**config.mk**
```make
export PLATFORM = sky130hd
export DESIGN_NAME = dic_ctrl
export DESIGN_NICKNAME = d
export VERILOG_FILES = /design/src/rtl/dic_pkg.sv /design/src/rtl/ascii_digit_dec.sv /design/src/rtl/dic_ctrl.sv
export SDC_FILE = /design/constraint.sdc
export NUM_CORES = 1
export LEC_CHECK = 0
export BUFFER_PORTS_ARGS = -buffer_cell sky130_fd_sc_hd__buf_2
export CAP_MARGIN = 0
export CORE_MARGIN = 5
export CORE_UTILIZATION = 25
export DETAILED_ROUTE_END_ITERATION = 7
export SLEW_MARGIN = 10
export SYNTH_ARGS = -nofsm -noshare
export SYNTH_HDL_FRONTEND = slang
export SYNTH_HIERARCHICAL = 1
export SYNTH_SLANG_ARGS = --single-unit
export TNS_END_PERCENT = 1
```
**constraint.sdc**
```tcl
create_clock -name clk -period 2.3 [get_ports clk]
set_input_delay 0.115 -clock clk [delete_from_list [all_inputs] [get_ports clk]]
set_output_delay 0.115 -clock clk [all_outputs]
set_load 0.02 [all_outputs]
```
**src/rtl/dic_pkg.sv**
```systemverilog
// Shared codes, limits and the load-sequence state type for the digital clock command controller.
package dic_pkg;

  typedef enum logic [2:0] {
    IDLE  = 3'd0,
    LD_MT = 3'd1,
    LD_MO = 3'd2,
    LD_ST = 3'd3,
    LD_SO = 3'd4
  } dicState_e;

  localparam logic [7:0] ASCII_R   = 8'h72;
  localparam logic [7:0] ASCII_S   = 8'h73;
  localparam logic [7:0] ASCII_D   = 8'h64;
  localparam logic [7:0] ASCII_L   = 8'h6C;
  localparam logic [7:0] ASCII_ESC = 8'h1B;
  localparam logic [7:0] ASCII_0   = 8'h30;
  localparam logic [7:0] ASCII_9   = 8'h39;

  localparam logic [3:0] TENS_MAX = 4'd5;
  localparam logic [3:0] ONES_MAX = 4'd9;

  // Tens positions of minutes and seconds only reach 5; ones positions reach 9.
  function automatic logic [3:0] digitLimit(input dicState_e st);
    logic [3:0] lim;
    case (st)
      LD_MT:   lim = TENS_MAX;
      LD_ST:   lim = TENS_MAX;
      default: lim = ONES_MAX;
    endcase
    return lim;
  endfunction

endpackage

```
**src/rtl/ascii_digit_dec.sv**
```systemverilog
// Combinational ASCII decimal-digit decoder: flags '0'..'9' and returns its binary value.
module ascii_digit_dec
  import dic_pkg::*;
(
  input  logic [7:0] rx_data,
  output logic       is_digit,
  output logic [3:0] value
);

  // Digit detect and value extraction; non-digits yield value 0.
  always_comb begin
    is_digit = 1'b0;
    value    = 4'd0;
    if ((rx_data >= ASCII_0) && (rx_data <= ASCII_9)) begin
      is_digit = 1'b1;
      value    = rx_data[3:0];
    end else begin
      is_digit = 1'b0;
      value    = 4'd0;
    end
  end

endmodule

```
**src/rtl/dic_ctrl.sv**
```systemverilog
// Command decoder for the digital clock: run/stop, display select and a four-digit time-load sequence.
module dic_ctrl
  import dic_pkg::*;
(
  input  logic       clk,
  input  logic       rst,
  input  logic       rx_valid,
  input  logic [7:0] rx_data,
  output logic       dicRun,
  output logic       dicSelectLEDdisp,
  output logic       ldMtens,
  output logic       ldMones,
  output logic       ldStens,
  output logic       ldSones,
  output logic [3:0] ld_num,
  output logic       ld_busy
);

  dicState_e  state_r;
  dicState_e  nextState_s;
  logic       runSaved_r;
  logic       nextRunSaved_s;
  logic       nextRun_s;
  logic       nextSel_s;
  logic [3:0] nextLd_s;
  logic [3:0] nextNum_s;
  logic       isDigit_s;
  logic [3:0] digitVal_s;

  ascii_digit_dec uDigitDec (
    .rx_data  (rx_data),
    .is_digit (isDigit_s),
    .value    (digitVal_s)
  );

  // State register.
  always_ff @(posedge clk) begin
    if (rst) begin
      state_r <= IDLE;
    end else begin
      state_r <= nextState_s;
    end
  end

  // Next-state and next-output decode; bytes only act on rx_valid cycles.
  always_comb begin
    nextState_s    = state_r;
    nextRun_s      = dicRun;
    nextRunSaved_s = runSaved_r;
    nextSel_s      = dicSelectLEDdisp;
    nextLd_s       = 4'b0000;
    nextNum_s      = 4'd0;
    if (rx_valid) begin
      if (state_r == IDLE) begin
        case (rx_data)
          ASCII_R: nextRun_s = 1'b1;
          ASCII_S: nextRun_s = 1'b0;
          ASCII_D: nextSel_s = ~dicSelectLEDdisp;
          ASCII_L: begin
            nextRunSaved_s = dicRun;
            nextRun_s      = 1'b0;
            nextState_s    = LD_MT;
          end
          default: nextState_s = IDLE;
        endcase
      end else if (rx_data == ASCII_ESC) begin
        nextState_s = IDLE;
        nextRun_s   = runSaved_r;
      end else if (rx_data == ASCII_L) begin
        // Restart keeps the run state captured on the original entry.
        nextState_s = LD_MT;
      end else if (isDigit_s && (digitVal_s <= digitLimit(state_r))) begin
        nextNum_s = digitVal_s;
        case (state_r)
          LD_MT: begin
            nextLd_s    = 4'b1000;
            nextState_s = LD_MO;
          end
          LD_MO: begin
            nextLd_s    = 4'b0100;
            nextState_s = LD_ST;
          end
          LD_ST: begin
            nextLd_s    = 4'b0010;
            nextState_s = LD_SO;
          end
          LD_SO: begin
            nextLd_s    = 4'b0001;
            nextState_s = IDLE;
            nextRun_s   = runSaved_r;
          end
          default: begin
            nextLd_s    = 4'b0000;
            nextNum_s   = 4'd0;
            nextState_s = IDLE;
          end
        endcase
      end else begin
        nextState_s = state_r;
      end
    end else begin
      nextState_s = state_r;
    end
  end

  // Output and saved-run registers; strobes appear the cycle after the accepting byte.
  always_ff @(posedge clk) begin
    if (rst) begin
      runSaved_r       <= 1'b0;
      dicRun           <= 1'b0;
      dicSelectLEDdisp <= 1'b0;
      ldMtens          <= 1'b0;
      ldMones          <= 1'b0;
      ldStens          <= 1'b0;
      ldSones          <= 1'b0;
      ld_num           <= 4'd0;
      ld_busy          <= 1'b0;
    end else begin
      runSaved_r       <= nextRunSaved_s;
      dicRun           <= nextRun_s;
      dicSelectLEDdisp <= nextSel_s;
      ldMtens          <= nextLd_s[3];
      ldMones          <= nextLd_s[2];
      ldStens          <= nextLd_s[1];
      ldSones          <= nextLd_s[0];
      ld_num           <= nextNum_s;
      ld_busy          <= (nextState_s != IDLE);
    end
  end

endmodule

```
==> out/qor.yml, run 1 <==
crit_arrival_ns: 2.34
ys_seq_elements: 15
cts_resized: 0
stdcell_area_sq_um: 1122
drive_above_1_share: 0.2879
fin_crit_ns: 2.168
setup_ws_ns: 0.1324
ys.flop_type: "dfxtp_1"
worst_pin_slew_ns: 0.3237
critical_path_class: "reg -> reg"
hp-start: "rst"
cts_sinks: 15
seq_area_frac_synth: 0.3283
core_area_sq_um: 3606
yosysMostFrequentCell: "nor2_1"
hold_class: "in -> reg"
path_max_fanout: 3
post_cts_buffers: 0
routabilityCongestion: 0.8074
synth_edf_count: 0
nets: 146
crit_chain: "inv_1, nor2_1, inv_1, ha_1, and3_1, o211a_1, o211ai_1, a22oi_1, a211oi_1"
start_util: 0.2536
p_leak_uw: 0.0004630
dpl_cell_area_sq_um: 1075
avgSynthCellArea_sq_um: 8.391
synth_common_cells: "18 x nor2_1, 15 x dfxtp_1, 11 x inv_1"
yosysTopAreaCell: "dfxtp_1"
grt_usage: 0.08755
yosysTopAreaCellShare: 0.3283
fmax_mhz: 461.3
ctsHoldBuffers: 0
worstSetupStartpoint: "state_r[0]"
cts_tree: "built"
min_to: "dicRun"
crit_family: "compound AO/OA/AOI/OAI gates"
max_stage_delay_ns: 0.32
finClkSkew_ns: 0.004878
reg2reg_from: "state_r[0]"
grt_pass1_vias: 797
netlist_area_sq_um: 914.6
area_growth_pct: 22.71
maxCapViolations: 0
cts_buffers: 3
wire_per_inst_um: 11.68
grt_pass1_wl_um: 3532
dp_hpwl_um: 1697
outcome: "finished, final reports clean"
syn_nets: 122
drcViolationCount: 0
ir_drop_mv: 0.2631
wirelength_um: 2102
cts.clk_slew.worst_paths_ns: 0.06
hold_depth: 2
start_kind: "flop"
rows: 22
cpMaxStageDelayCell: "dfxtp_1"
worstPathRequired_ns: 2.47
finalHoldViolCount: 0
worstSkewPairLatency_ns: 0.25
viasPerCell: 4.711
end_kind: "flop"
die_area_sq_um: 4968
slew_headroom: 0.7826
ios: 22
postSynthCellCount: 109
cts_root_buf: "clkbuf_8"
reg2regPathDepth: 9
num_vias: 848
dr.pass1.iters: 4
cts_buffer_depth: 2
synthTopCellsByArea: "dfxtp_1 33%, nor2_1 7.4%, inv_1 4.5%, nand4bb_4 3.0%, a211oi_2 2.7%"
die_w_um: 70.49
synth_warnings: 6
crit_top_cell: "inv_1"
cellPowerDensity_nw_per_um2: 483.1
overflow: 0
drt_iter0_drc: 20
slew_viol_final: 0
place_ws_ns: -0.02160
ys_async_sr_fraction: 0
portBuffers: 21
rsz0062_at_grt: "false"
reg2reg_to: "state_r[0]"
antenna_found_initial: 0
fin_hold_ws_ns: 0.1251
synth.distinct_cells: 40
grt_max_degree: 13
diodes: 0
worst-path-buf-inv: 2
period_share: 0.9424
rrSetupSlack_ns: 0.13
setup_viol: 0
antenna_left: 0
htreeDepth: 1
die_h_um: 70.49
kinds of logic (layout without fill, tap and decap cells):
group                      after synthesis  after routing  share of synthesized area
and+or+nand+nor                         50             50                     0.3516
AOI/OAI and AO/OA                       24             24                     0.1943
DFF                                     15             15                     0.3283
buffers and inverters                   15             38                    0.06703
adders and majority gates                2              2                    0.02736
muxes                                    2              2                    0.02189
xor gates and xnor gates                 1              1                   0.009578
worst max path at each step:
stage | to | slack, ns | cells past startpoint
floorplan | dicRun | 0.13 | 11
global placement | dicRun | 0.1 | 9
detailed placement | dicRun | -0.02 | 9
CTS | dicRun | 0.1 | 9
global route | dicRun | 0.02 | 9
finish | state_r[0] | 0.13 | 9
layer usage:
layer / vias to the layer above / share of wire / track usage / wire length, um
li1: 436 / - / - / -
met1: 393 / 0.42 / 0.09794 / 891
met2: 15 / 0.50 / 0.1476 / 1048
met3: 4 / 0.063 / 0.04029 / 133
met4: 0 / 0.013 / 0.02553 / 27
met5: - / 0 / 0 / 0
state kept, by name, indices dropped and copies added, names as in the netlist:
register,count
state_r,3
dicRun,1
ldMtens,1
ldStens,1
dicSelectLEDdisp,1
ld_num,4
runSaved_r,1
ldMones,1
ldSones,1
ld_busy,1
per-stage QoR:
step	util	TNS [ns]	cells	total power [uW]
5_1_grt	0.3112	0	180	567.8
3_5_place_dp	0.2981	-0.02160	176	337.7
3_3_place_gp	0.2981	0	176	335.8
2_1_floorplan	-	0	109	310.0
6_report	0.3112	0	180	542.2
4_1_cts	0.3109	0	180	548.7
power breakdown:
| group | internal, uW | switching [uW] |
|---|---|---|
| logic | 28.2 | 40.4 |
| registers | 262 | 1.44 |
| clock network | 120 | 90.1 |
cell usage in the layout (no fill, tap or decap), drive strengths merged, types with 2 or more instances in the layout:
| master | n |
|---|---|
| mux2i | 2 |
| nand4 | 2 |
| nor2b | 3 |
| o21ai | 5 |
| nor2 | 18 |
| nand4b | 2 |
| a21oi | 6 |
| clkbuf | 3 |
| nor3 | 5 |
| o211ai | 3 |
| dfxtp | 15 |
| nand3 | 5 |
| inv | 11 |
| nor3b | 2 |
| ha | 2 |
| buf | 23 |
| a211oi | 3 |
area by class of cell:
type / count / area, sq um
Clock buffer: 3 / 41.29
Clock inverter: 1 / 5.005
Fill cell: 386 / 2484
Inverter: 11 / 41.29
Multi-Input combinational cell: 79 / 554.3
Sequential cell: 15 / 300.3
Tap cell: 48 / 60.06
Timing Repair Buffer: 23 / 120.1
Power figures use the tool's default switching activity.
==> inputs of run 2 (changes only) <==
ABC_AREA = 1   (was not set)
CORE_UTILIZATION = 40   (was 25)
==> out/qor.yml, run 2 <==
grt_usage: 0.1312  # +0.04364
synth-adder-area-share: 0.02706  # -0.0002962
critical_path_class: "reg -> reg"
wire_per_inst_um: 9.708  # -17%
portBuffers: 21  # unchanged
cts_sinks: 15  # unchanged
setup_viol: 0  # unchanged
syn_nets: 163  # +34%
fin_crit_ns: 1.994  # -0.1735 ns
yosysTopAreaCellShare: 0.3248  # -0.003554
period_share: 0.8670  # -0.07543
stdcell_area_sq_um: 1086  # -3.2%
synth_common_cells: "36 x nand2_1, 30 x inv_1, 27 x nor2_1, 15 x dfxtp_1, 13 x nand3_1"
rsz0062_at_grt: "false"
worst_pin_slew_ns: 0.3774  # +0.05369 ns
htreeDepth: 1  # unchanged
grt_max_degree: 9  # -4
cellPowerDensity_nw_per_um2: 421.6  # -13%
synth_xor_area_frac: 0.009472  # -0.0001037
drcViolationCount: 0  # unchanged
start_kind: "flop"
synth_warnings: 6  # unchanged
synthMuxAreaShare: 0  # -0.02189
cts_root_buf: "clkbuf_4"
avgSynthCellArea_sq_um: 6.164  # -27%
dp_hpwl_um: 1600  # -5.7%
grtUsageMet2: 0.2145  # +0.06691
rows: 17  # -23%
slew_viol_final: 0  # unchanged
yosysTopAreaCell: "dfxtp_1"
seq_area_frac_synth: 0.3248  # -0.003554
grt_pass1_wl_um: 3477  # -1.6%
drt_iter0_drc: 18  # -10%
grt_util_met1: 0.1676  # +0.06962
worstPathRequired_ns: 2.52  # +0.05 ns
cts_resized: 0  # unchanged
start_util: 0.4180  # +0.1643
slew_headroom: 0.7482  # -0.03439
path_max_fanout: 6  # +3
synth_top_family_by_area: "simple AND/OR/NAND/NOR gates"
hold_class: "in -> reg"
yosysMostFrequentCell: "nand2_1"
cts_tree: "built"
wirelength_um: 1961  # -6.7%
ys.flop_type: "dfxtp_1"
diodes: 0  # unchanged
final_common_cell: "nand2_1"
postSynthCellCount: 150  # +38%
cts_buffer_depth: 2  # unchanged
antenna_left: 0  # unchanged
netlist_area_sq_um: 924.6  # +1.1%
synth_simple_gate_area_frac: 0.4493  # +0.09768
reg_top3: "ld_num x4, state_r x3"
outcome: "finished, final reports clean"
area_growth_pct: 17.46
ios: 22  # unchanged
synth_edf_count: 0  # unchanged
die_h_um: 58.08  # -18%
grt-busiest-layer: "met2"
p_leak_uw: 0.0006004  # +30%
die_area_sq_um: 3373  # -32%
antenna_found_initial: 0  # unchanged
nets: 188  # +29%
finClkSkew_ns: 0.009679  # +0.004801 ns
cts_buffers: 3  # unchanged
dr.pass1.iters: 4  # unchanged
maxCapViolations: 0  # unchanged
viasPerCell: 4.500  # -4.5%
use_met3: 0.04900  # +0.008710
overflow: 0  # unchanged
synth_compound_area_frac: 0.05142  # -0.1428
crit_arrival_ns: 2.21  # -0.13 ns
ir_drop_mv: 0.3602  # +37%
fmax_mhz: 501.5  # +8.7%
post_cts_buffers: 0  # unchanged
worstSkewPairLatency_ns: 0.28  # +0.03 ns
regMostFlops: "ld_num"
ys_async_sr_fraction: 0  # unchanged
finalPower_uw: 457.9  # -16%
die_w_um: 58.08  # -18%
largest_reg_flops: 4  # unchanged
synthTopCellsByArea: "dfxtp_1 32%, nand2_1 15%, inv_1 12%, nor2_1 11%, nand3_1 7.0%"
grt_pass1_vias: 847  # +6.3%
core_area_sq_um: 2212  # -39%
routabilityCongestion: 0.8474  # +5.0%
ctsHoldBuffers: 0  # unchanged
num_vias: 909  # +7.2%
most-common-layout-cells: "36 x nand2_1, 30 x inv_1, 27 x nor2_1, 21 x buf_2, 15 x dfxtp_1"
finalHoldViolCount: 0  # unchanged
end_kind: "flop"
cts.clk_slew.worst_paths_ns: 0.09  # +0.03 ns
dpl_cell_area_sq_um: 1060  # -1.4%
drive_above_1_share: 0.1954  # -0.09248
ys_seq_elements: 15  # unchanged
synth.distinct_cells: 23  # -43%
tns_ns: 0  # unchanged
[run 2: routing by layer]
layer | vias to the layer above | share of wire
met1 | 378 | 0.48
met2 | 25 | 0.45
met5 | - | 0
li1 | 504 | -
met4 | 0 | 0.0041
met3 | 2 | 0.063
[run 2: final cells by class]
class	count	area, sq um
repair buffers	21	105.1
clock buffers	4	26.28
flip-flops and latches	15	300.3
fillers	251	1126
well taps	28	35.03
inverters	32	122.6
multi-input cells	102	496.7
[run 2: final timing paths]
| check | slack (ns) | from | to | cells past startpoint |
|---|---|---|---|---|
| setup / recovery | 0.31 | state_r[0] | ldMtens | 9 |
| setup reg to reg | 0.31 | state_r[0] | ldMtens | 9 |
| hold reg to reg | 0.52 | state_r[1] | ldStens | 2 |
| hold / removal | 0.06 | rst | dicSelectLEDdisp | 2 |
[run 2: power breakdown]
group	total, uW	switching [uW]	internal, uW
clock	148	80.4	67.4
sequential	261	0.704	260
combinational	49.2	32.1	17.1
total	458	113	345
[run 2: metrics by stage]
step / utilization / setup WS [ns] / cells / hold slack [ns]
2_1_floorplan: - / 0.5320 / 150 / 0.1874
3_3_place_gp: 0.4791 / 0.3993 / 198 / 0.3573
3_5_place_dp: 0.4791 / 0.3395 / 198 / 0.3595
4_1_cts: 0.4910 / 0.3044 / 202 / 0.04405
5_1_grt: 0.4910 / 0.05259 / 202 / 0.04946
6_report: 0.4910 / 0.3059 / 202 / 0.05996
[run 2: cell families (layout without fill, tap and decap cells)]
logic type                 Yosys count  after routing
adders and majority gates            2              2
buffers and inverters               33             57
DFF                                 15             15
xor gates and xnor gates             1              1
AOI/OAI and AO/OA                    8              8
and+or+nand+nor                     91             91
[run 2: worst max-delay path, stage by stage (launching register included)]
cell	delay [ns]
dfxtp_1	0.46
inv_1	0.08
nor2_1	0.17
inv_1	0.06
ha_1	0.29
nand3_1	0.10
nand2_1	0.12
nand3_1	0.14
or3_4	0.41
nor2_1	0.10
==> inputs of run 3 (changes only) <==
CAP_MARGIN = 20   (was 0)
CORE_UTILIZATION = 46   (was 40)
PLACE_DENSITY = 0.73   (was not set)
==> out/qor.yml, run 3 (synthesis results as in run 2) <==
diodes: 0  # unchanged
ios: 22  # unchanged
drive_above_1_share: 0.2011  # +0.005747
p_int_uw: 342.2  # -0.75%
period_share: 0.8591  # -0.007890
ctsHoldBuffers: 0  # unchanged
rsz0062_at_grt: "false"
setup_ws_ns: 0.3240  # +0.01815 ns
pwr-share-seq: 0.566  # -0.004
clkPwrFrac: 0.329  # +0.006
grtUsageMet2: 0.2559  # +0.04139
finalHoldViolCount: 0  # unchanged
dr.pass1.iters: 4  # unchanged
hold_class: "in -> reg"
place_ws_ns: 0.3387  # -0.0007500 ns
grt_pass1_vias: 835  # -1.4%
crit_chain: "inv_1, nor2_1, inv_1, ha_1, nand3_1, nand2_1, inv_1, nand3_1, or3_4, nor2_1"
slew_viol_final: 0  # unchanged
maxCapViolations: 0  # unchanged
crit_arrival_ns: 2.21  # about the same
rows: 16  # -1
setup_viol: 0  # unchanged
antenna_left: 0  # unchanged
share_comb_of_total_power: 0.105  # -0.002
crit_family: "simple AND/OR/NAND/NOR gates"
die_area_sq_um: 3007  # -11%
antenna_found_initial: 0  # unchanged
worst-path-buf-inv: 3  # +1
regMostFlops: "ld_num"
swShare: 0.2579  # +0.01081
die_w_um: 54.84  # -5.6%
end_kind: "flop"
worstPathRequired_ns: 2.53  # about the same
fmax_mhz: 506.1  # +0.92%
dp_hpwl_um: 1528  # -4.5%
slew_headroom: 0.7444  # -0.003740
layoutNonFillerInstCount: 201  # -0.50%
cts_root_buf: "clkbuf_4"
htreeDepth: 1  # unchanged
p_switching_uw: 118.9  # +5.1%
post_cts_buffers: 0  # unchanged
cts_resized: 0  # unchanged
cts.clk_slew.worst_paths_ns: 0.09  # about the same
start_kind: "flop"
max_stage_delay_ns: 0.45  # about the same
finClkSkew_ns: 0.004184  # -0.005494 ns
grt_pass1_wl_um: 3270  # -6.0%
most-common-layout-cells: "36 x nand2_1, 30 x inv_1, 27 x nor2_1, 21 x buf_2, 15 x dfxtp_1"
cpMaxStageDelayCell: "dfxtp_1"
critical_path_class: "reg -> reg"
largest_reg_flops: 4  # unchanged
die_h_um: 54.84  # -5.6%
cellPowerDensity_nw_per_um2: 424.6  # +0.70%
path_max_fanout: 6  # unchanged
worstSkewPairLatency_ns: 0.29  # about the same
fin_hold_ws_ns: 0.04957  # -0.01039 ns
drcViolationCount: 0  # unchanged
fin_crit_ns: 1.976  # -0.01815 ns
numPlacedInstances: 197  # -0.51%
cts_sinks: 15  # unchanged
crit_top_cell: "inv_1"
use_met3: 0.04905  # about the same
core_area_sq_um: 1942  # -12%
routabilityCongestion: 0.8267  # -2.4%
worst_pin_slew_ns: 0.3830  # +0.005604 ns
nets: 188  # unchanged
drt_iter0_drc: 23  # +5
fillers: 211  # -16%
tns_ns: 0  # unchanged
wire_per_inst_um: 9.353  # -3.7%
grt_util_met1: 0.1751  # +0.007562
cts_tree: "built"
cts_buffers: 3  # unchanged
num_vias: 945  # +4.0%
cts_buffer_depth: 2  # unchanged
outcome: "finished, final reports clean"
overflow: 0  # unchanged
final_common_cell: "nand2_1"
grt_usage: 0.1549  # +0.02374
wirelength_um: 1880  # -4.1%
reg_top3: "ld_num x4, state_r x3"
area_growth_pct: 17.46  # unchanged
grt_max_degree: 10  # +1
p_leak_uw: 0.0006031  # +0.45%
portBuffers: 21  # unchanged
start_util: 0.4762  # +0.05817
viasPerCell: 4.701  # +4.5%
grt-busiest-layer: "met2"
ir_drop_mv: 0.4066  # +13%
## run 3: through the flow
step                      utilization  total power [uW]  area (sq um)
after floorplan                     -             295.9         924.6
after global placement         0.5451             314.1          1059
after CTS                      0.5593             466.1          1086
final                          0.5593             461.1          1086
after detailed placement       0.5451             314.8          1059
after global routing           0.5593             486.8          1086
## run 3: path summary, 6_finish.rpt
kind,from,end,slack (ns),cells after the start
hold / removal,rst,state_r[1],0.05,2
setup reg to reg,state_r[0],ldMones,0.32,10
setup / recovery,state_r[0],ldMones,0.32,10
hold reg to reg,runSaved_r,runSaved_r,0.53,2
## run 3: metal layers
metal	routed length, um	up-vias
li1	-	506
met4	42	0
met1	876	405
met3	97	7
met5	0	-
met2	864	27
## run 3: worst reg2reg max path: stages, from the launching register on
cell	delay (ns)
dfxtp_1	0.45
inv_1	0.08
nor2_1	0.17
inv_1	0.06
ha_1	0.29
nand3_1	0.09
nand2_1	0.06
inv_1	0.08
nand3_1	0.13
or3_4	0.41
nor2_1	0.10
## run 3: final cells by class
class | count | area [sq um] | share of cell area
clock buffer | 3 | 22.52 | 0.02074
clock inverter | 1 | 5.005 | 0.004608
inverter | 32 | 122.6 | 0.1129
multi-input combinational | 102 | 496.7 | 0.4574
sequential | 15 | 300.3 | 0.2765
tap | 27 | 33.78 | 0.03111
timing repair buffer | 21 | 105.1 | 0.09677
## run 3: power by group through the flow
stage / clock (uW) / combinational [uW] / sequential, uW
finish: 152 / 48.4 / 261
detailed placement: 0 / 47.8 / 267
global placement: 0 / 47.1 / 267
global route: 170 / 55.3 / 261
CTS: 157 / 48.0 / 261
floorplan: 0 / 28.3 / 268
